<file path="config.mk">
export PLATFORM = sky130hd
export DESIGN_NAME = req_capture8
export DESIGN_NICKNAME = d
export VERILOG_FILES = /design/src/rtl/req_capture8.sv
export SDC_FILE = /design/constraint.sdc
export NUM_CORES = 1
export LEC_CHECK = 0
export CORE_UTILIZATION = 25
export CTS_BUF_LIST = sky130_fd_sc_hd__clkbuf_16
export DETAILED_ROUTE_END_ITERATION = 8
export PLACE_DENSITY_LB_ADDON = 0.05
export SYNTH_ARGS = -nofsm -noshare
export SYNTH_HDL_FRONTEND = slang
export SYNTH_SLANG_ARGS = --single-unit
</file>
<file path="constraint.sdc">
create_clock -name clk -period 2 [get_ports clk]
set_clock_uncertainty 0.2 [all_clocks]
set_input_delay 0.3 -clock clk [delete_from_list [all_inputs] [get_ports clk]]
set_output_delay 0.3 -clock clk [all_outputs]
set_load 0.05 [all_outputs]
</file>
<file path="src/rtl/req_capture8.sv">
// req_capture8: 8-channel synchroniser, debouncer and sticky rising-edge
// capture that feeds an 8-to-3 priority encoder. The consumer returns the
// encoded index with an ack strobe to clear one pending bit per cycle.
//
// Optional feature macro: REQ_CAPTURE8_OVERRUN_EN
//   When defined, adds an 8-bit sticky overrun output that flags a second
//   debounced press on a channel whose previous press was not yet acked.
module req_capture8 #(
    parameter int DB_CYCLES = 16,
    parameter int CNT_W     = 5
) (
    input  logic       clk,
    input  logic       rst_n,
    input  logic [7:0] raw_in,
    input  logic       ack,
    input  logic [2:0] ack_idx,
    output logic [7:0] pending,
    output logic       any_pending,
    output logic [7:0] stable
`ifdef REQ_CAPTURE8_OVERRUN_EN
    ,
    output logic [7:0] overrun
`endif
);

    // Terminal count: stable flips on the cycle the counter reaches this.
    localparam logic [CNT_W-1:0] CNT_MAX = CNT_W'(DB_CYCLES - 1);

    logic [7:0]       s1_q, s1_d;
    logic [7:0]       s2_q, s2_d;
    logic [7:0]       stable_q, stable_d;
    // Previous debounced level, used only for rising-edge detection.
    logic [7:0]       stable_prev_q, stable_prev_d;
    logic [7:0]       pending_q, pending_d;
    logic [CNT_W-1:0] cnt_q [8];
    logic [CNT_W-1:0] cnt_d [8];
    logic [7:0]       rise_s;
    logic [7:0]       ack_mask_s;

`ifdef REQ_CAPTURE8_OVERRUN_EN
    logic [7:0]       overrun_q, overrun_d;
`endif

    // Two-flop synchroniser per channel, nothing between the stages.
    always_comb begin
        s1_d = raw_in;
        s2_d = s1_q;
    end

    // Per-channel debounce: count consecutive mismatching cycles, flip at limit.
    always_comb begin
        stable_d = stable_q;
        for (int i = 0; i < 8; i++) begin
            cnt_d[i] = cnt_q[i];
            if (s2_q[i] == stable_q[i]) begin
                cnt_d[i] = {CNT_W{1'b0}};
            end else if (cnt_q[i] == CNT_MAX) begin
                stable_d[i] = s2_q[i];
                cnt_d[i]    = {CNT_W{1'b0}};
            end else begin
                cnt_d[i] = cnt_q[i] + CNT_W'(1);
            end
        end
    end

    // Rising-edge capture into sticky pending; a set beats a coincident ack.
    always_comb begin
        stable_prev_d = stable_q;
        rise_s        = stable_q & ~stable_prev_q;
        if (ack) begin
            ack_mask_s = 8'b0000_0001 << ack_idx;
        end else begin
            ack_mask_s = 8'b0000_0000;
        end
        pending_d = (pending_q & ~ack_mask_s) | rise_s;
    end

`ifdef REQ_CAPTURE8_OVERRUN_EN
    // Overrun flags a new press on a still-pending, non-acked channel.
    always_comb begin
        overrun_d = (overrun_q & ~ack_mask_s) | (rise_s & pending_q & ~ack_mask_s);
    end
`endif

    // State registers with synchronous active-low reset.
    always_ff @(posedge clk) begin
        if (!rst_n) begin
            s1_q          <= 8'h00;
            s2_q          <= 8'h00;
            stable_q      <= 8'h00;
            stable_prev_q <= 8'h00;
            pending_q     <= 8'h00;
            for (int i = 0; i < 8; i++) begin
                cnt_q[i] <= {CNT_W{1'b0}};
            end
`ifdef REQ_CAPTURE8_OVERRUN_EN
            overrun_q     <= 8'h00;
`endif
        end else begin
            s1_q          <= s1_d;
            s2_q          <= s2_d;
            stable_q      <= stable_d;
            stable_prev_q <= stable_prev_d;
            pending_q     <= pending_d;
            for (int i = 0; i < 8; i++) begin
                cnt_q[i] <= cnt_d[i];
            end
`ifdef REQ_CAPTURE8_OVERRUN_EN
            overrun_q     <= overrun_d;
`endif
        end
    end

    assign pending     = pending_q;
    assign stable      = stable_q;
    assign any_pending = |pending_q;
`ifdef REQ_CAPTURE8_OVERRUN_EN
    assign overrun     = overrun_q;
`endif

endmodule

</file>
* After elaboration in Yosys (flattened, before gate mapping)
Memory sizes are Yosys's and may differ from the RTL's. Cells that the tools add are included.
Word-level totals: RAM bits 40, output and inout bits 17, memories 1, register bits after elaboration 40
Cells by class: bitwise logic cells 21, shift operators 1, equal/unequal tests 16, reductions and logical operators 9, muxes and demuxes 27, add/subtract/negate cells 8
Memories:
- cnt_q | depth 8, bits a word 5, read ports 8, clocked after memory_dff 0, wr ports 8, RTL line 35 | logic [CNT_W-1:0] cnt_q [8];
Operators by type and width (count):
- two-way mux 5 bit | 24
- adder 5 x 1 -> 5 bit (second input constant) | 8
- equality test 5 x 4 -> 1 bit (second input constant) | 8
- bitwise AND 8 bit | 2
- NOT 8 bit | 2
- AND reduction 2 bit | 8
- equality test 1 bit | 8
- two-way mux 8 bit | 1
- NOT 1 bit | 8
- OR 1 bit | 8
- OR 8 bit | 1
- OR reduction 8 bit | 1
- left shift 1 x 3 -> 8 bit (first input constant) | 1
- two-way mux 1 bit | 2

* Longest topological paths before layout
depth in word-level cells 5, gate-level depth with buffers 5, mapped depth without buffers 5

* Least setup slack after synthesis
No wires, ideal clock.
kind register -> output, start reg pending_q[6] (netlist: pending[6]), end out any_pending, data required time 1500 ps, data arrival time 1118 ps, path slack 382 ps, stages on the path, launching flop included 3, cells stage by stage dfxtp_1 -> nor4_1 -> nand2_1
Between the ends: longest elaborated chain between the ends 1
Ends and longest elaborated chain:
- from (decl) | RTL line 34 | logic [7:0] pending_q, pending_d;
- from (signal assigned) | RTL line 104 | pending_q <= pending_d;
- OR reduction 8 bit | RTL line 116 | assign any_pending = |pending_q;
- to (decl) | RTL line 18 | output logic any_pending,
Every way passes these cells.

* Worst setup path in the final report
Same ends and word-level chain as after synthesis.

==> summary.md <==
| Metric | Value |
|---|---|
| Clock-pin slew on the worst setup and hold paths | 0.06 ns |
| Placed cells | 445 |
| Final TNS setup | 0 ns |
| DIE HEIGHT | 110 um |
| Area growth syn-to-layout | 24.7% |
| Site row count | 38 |
| Critical Path AT | 1.33 ns |
| Remaining DRCs | 0 |
| Routed Antenna Nets | 0 |
| Slew @ Worst Pin | 0.357 ns |
| CTS root buf | clkbuf_16 |
| Clk_lat worst skew | 0.33 ns |
| Crit path setup slack, layout | 0.169 ns |
| Longest Clk Path Bufs | 2 |
| Io pins | 31 |
| Kind of start point of the critical path | flip-flop |
| Total power | 0.00339 W |
| Status | finished, final reports clean |
| Worst setup path category | reg -> out |
| First-pass GRT wire length | 8360 um |
| Max-Cap Viols | 0 |
| WL per Instance | 10.6 um |
| Post-synthesis register bit count | 80 |
| P per Cell Area | 937 nW/um^2 |
| Slew margin rel. | 76.0% |
| Total grt overflow | 0 |
| Vias per Instance | 4.00 |
| Area after DPL | 3310 um^2 |
| Syn Inst Count | 280 |
| Share of layout cells above drive strength 1 | 10.6% |
| Die area | 12000 um^2 |
| First-pass DRT Iterations | 4 |
| WP data required | 1.50 ns |
| Worst min-delay path class | reg -> reg |
| Nets | 346 |
| Fin. max-slew vios | 0 |
| Core Box Area | 11100 um^2 |
| FFs w/ async S/R, synth | 0% |
| Static Leakage | 1.49 nW |
| Synth top area share | 55.2% |
| Synth top area cells | dfxtp_1 (55%), ha_1 (6.9%), nor2_1 (5.2%) |
| Finished Layout Cells | 461 |
| Post-synth EDFFs | 0 |
| Final critical-path required period | 1.83 ns |
| Crit-path max FO | 3 |
| Worst Setup End Kind | primary output |
| Setup Buffers After CTS | 0 |
| Final RePlAce weighted congestion | 0.718 |
| RSZ-0062 raised after global routing | false |
| CP startpoint | pending[6] |
| Die Wd | 110 um |
| Starting Density | 26.2% |
| Placement Setup Slack | 0.299 ns |
| Area leader, netlist | dfxtp_1 |
| Starting DRT DRC Count | 43 |
| CTS Hold Bufs | 0 |
| TritonCTS Sinks | 80 |
| Post-DP HPWL | 3310 um |
| Number of fill cells in the layout | 1143 |
| WL final | 4900 um |
| Final period utilization | 91.5% |
| Highest clock rate | 546 MHz |
| Largest net degree at the start of global routing | 56 |
| Critical R2R Launch | cnt_q[0][10] |
| Synth unique cells | 24 |
| Avg Cell Area, Syn | 10.4 um^2 |
| Hold Startpoint | stable_prev_q[7] |
| Mapped Area | 2900 um^2 |
| Num CTS Buffers | 9 |
| GRT Overall Usage | 9.46% |
| Final Hold Violating Endpoints | 0 |
| Initial antenna violation count | 0 |
| Dominant synthesized flop cell | dfxtp_1 |
| CTS tree | yes |
| Final count of negative-setup-slack endpoints | 0 |
| Via count | 1842 |
| H-Tree Depth | 3 |
| Synth top cells by count | dfxtp_1 (80), nor2_1 (40), and2_1 (23) |
| Port Buffers | 30 |
| # diodes | 0 |
| Most frequent cell after synthesis | dfxtp_1 |
| Non-Filler Cell Area, Final | 3620 um^2 |
| CTS resizes | 0 |
| Seq/Total Area, Yosys | 55.2% |
| Peak supply drop | 444 uV |
| Number of global-route vias before repair | 1767 |
| Synth Net Count | 310 |
| Yosys warning count | 0 |
==> layout by cell type, fill, tap and decap left out, types with 9 or more instances in the layout <==
cell type / instances
dfxtp_1: 80
nor2_1: 40
and2_1: 23
inv_1: 22
buf_4: 17
xor2_1: 16
ha_1: 16
nand3b_1: 12
clkdlybuf4s50_1: 12
nand2_1: 10
nand3_1: 9
clkbuf_16: 9
==> per-stage QoR <==
stage          hold slack [ns]  util [%]
6_report                 0.217      32.7
5_1_grt                  0.246      32.7
4_1_cts                  0.216      32.7
3_5_place_dp             0.205      29.9
3_3_place_gp             0.209      29.9
2_1_floorplan            0.199         -
==> path summary, 6_finish.rpt <==
path	slack, ns	end	cells past startpoint
worst min-delay path	0.22	pending[7]	1
worst max register to register	0.39	cnt_q[0][12]	5
worst max-delay path	0.17	any_pending	3
worst min register to register	0.22	pending[7]	1
==> cell type report <==
class                   count  area (um^2)  area share, %
clock buffers               9          225           6.22
multi-input cells         175         1190           33.0
clock inverters             7         80.1           2.21
repair buffers             31          273           7.54
well taps                 140          175           4.84
inverters                  19         71.3           1.97
flip-flops and latches     80         1600           44.2
==> routing by layer <==
metal	vias up	share of wire (%)	global-route usage (%)
met1	815	49	11.0
met4	0	2.4	5.43
met5	-	0	0
met2	36	42	14.1
met3	9	6.6	4.56
li1	982	-	-
==> state kept, by name (all words and copies together), names as in the netlist <==
name           flops
s1_q               8
stable             8
cnt_q             40
s2_q               8
stable_prev_q      8
pending            8
==> kinds of logic after synthesis <==
| kind of cell | Yosys count | share of synthesized area (%) |
|---|---|---|
| simple gates | 119 | 22.3 |
| compound gates | 8 | 1.90 |
| xor+xnor | 24 | 7.24 |
| buf+inv | 25 | 3.71 |
| mux | 8 | 2.76 |
| flops | 80 | 55.2 |
| fa+ha+maj | 16 | 6.90 |
==> critical path: stages (launching register included) <==
cell     delay (ns)
dfxtp_1        0.33
nor4_1         0.38
nand2_1        0.10
buf_4          0.20
==> power by group <==
group	switching, W	internal, W
clock	0.000610	0.00107
sequential	0.00000922	0.00161
combinational	0.0000403	0.0000438
total	0.000660	0.00273
Power figures use the tool's default switching activity.
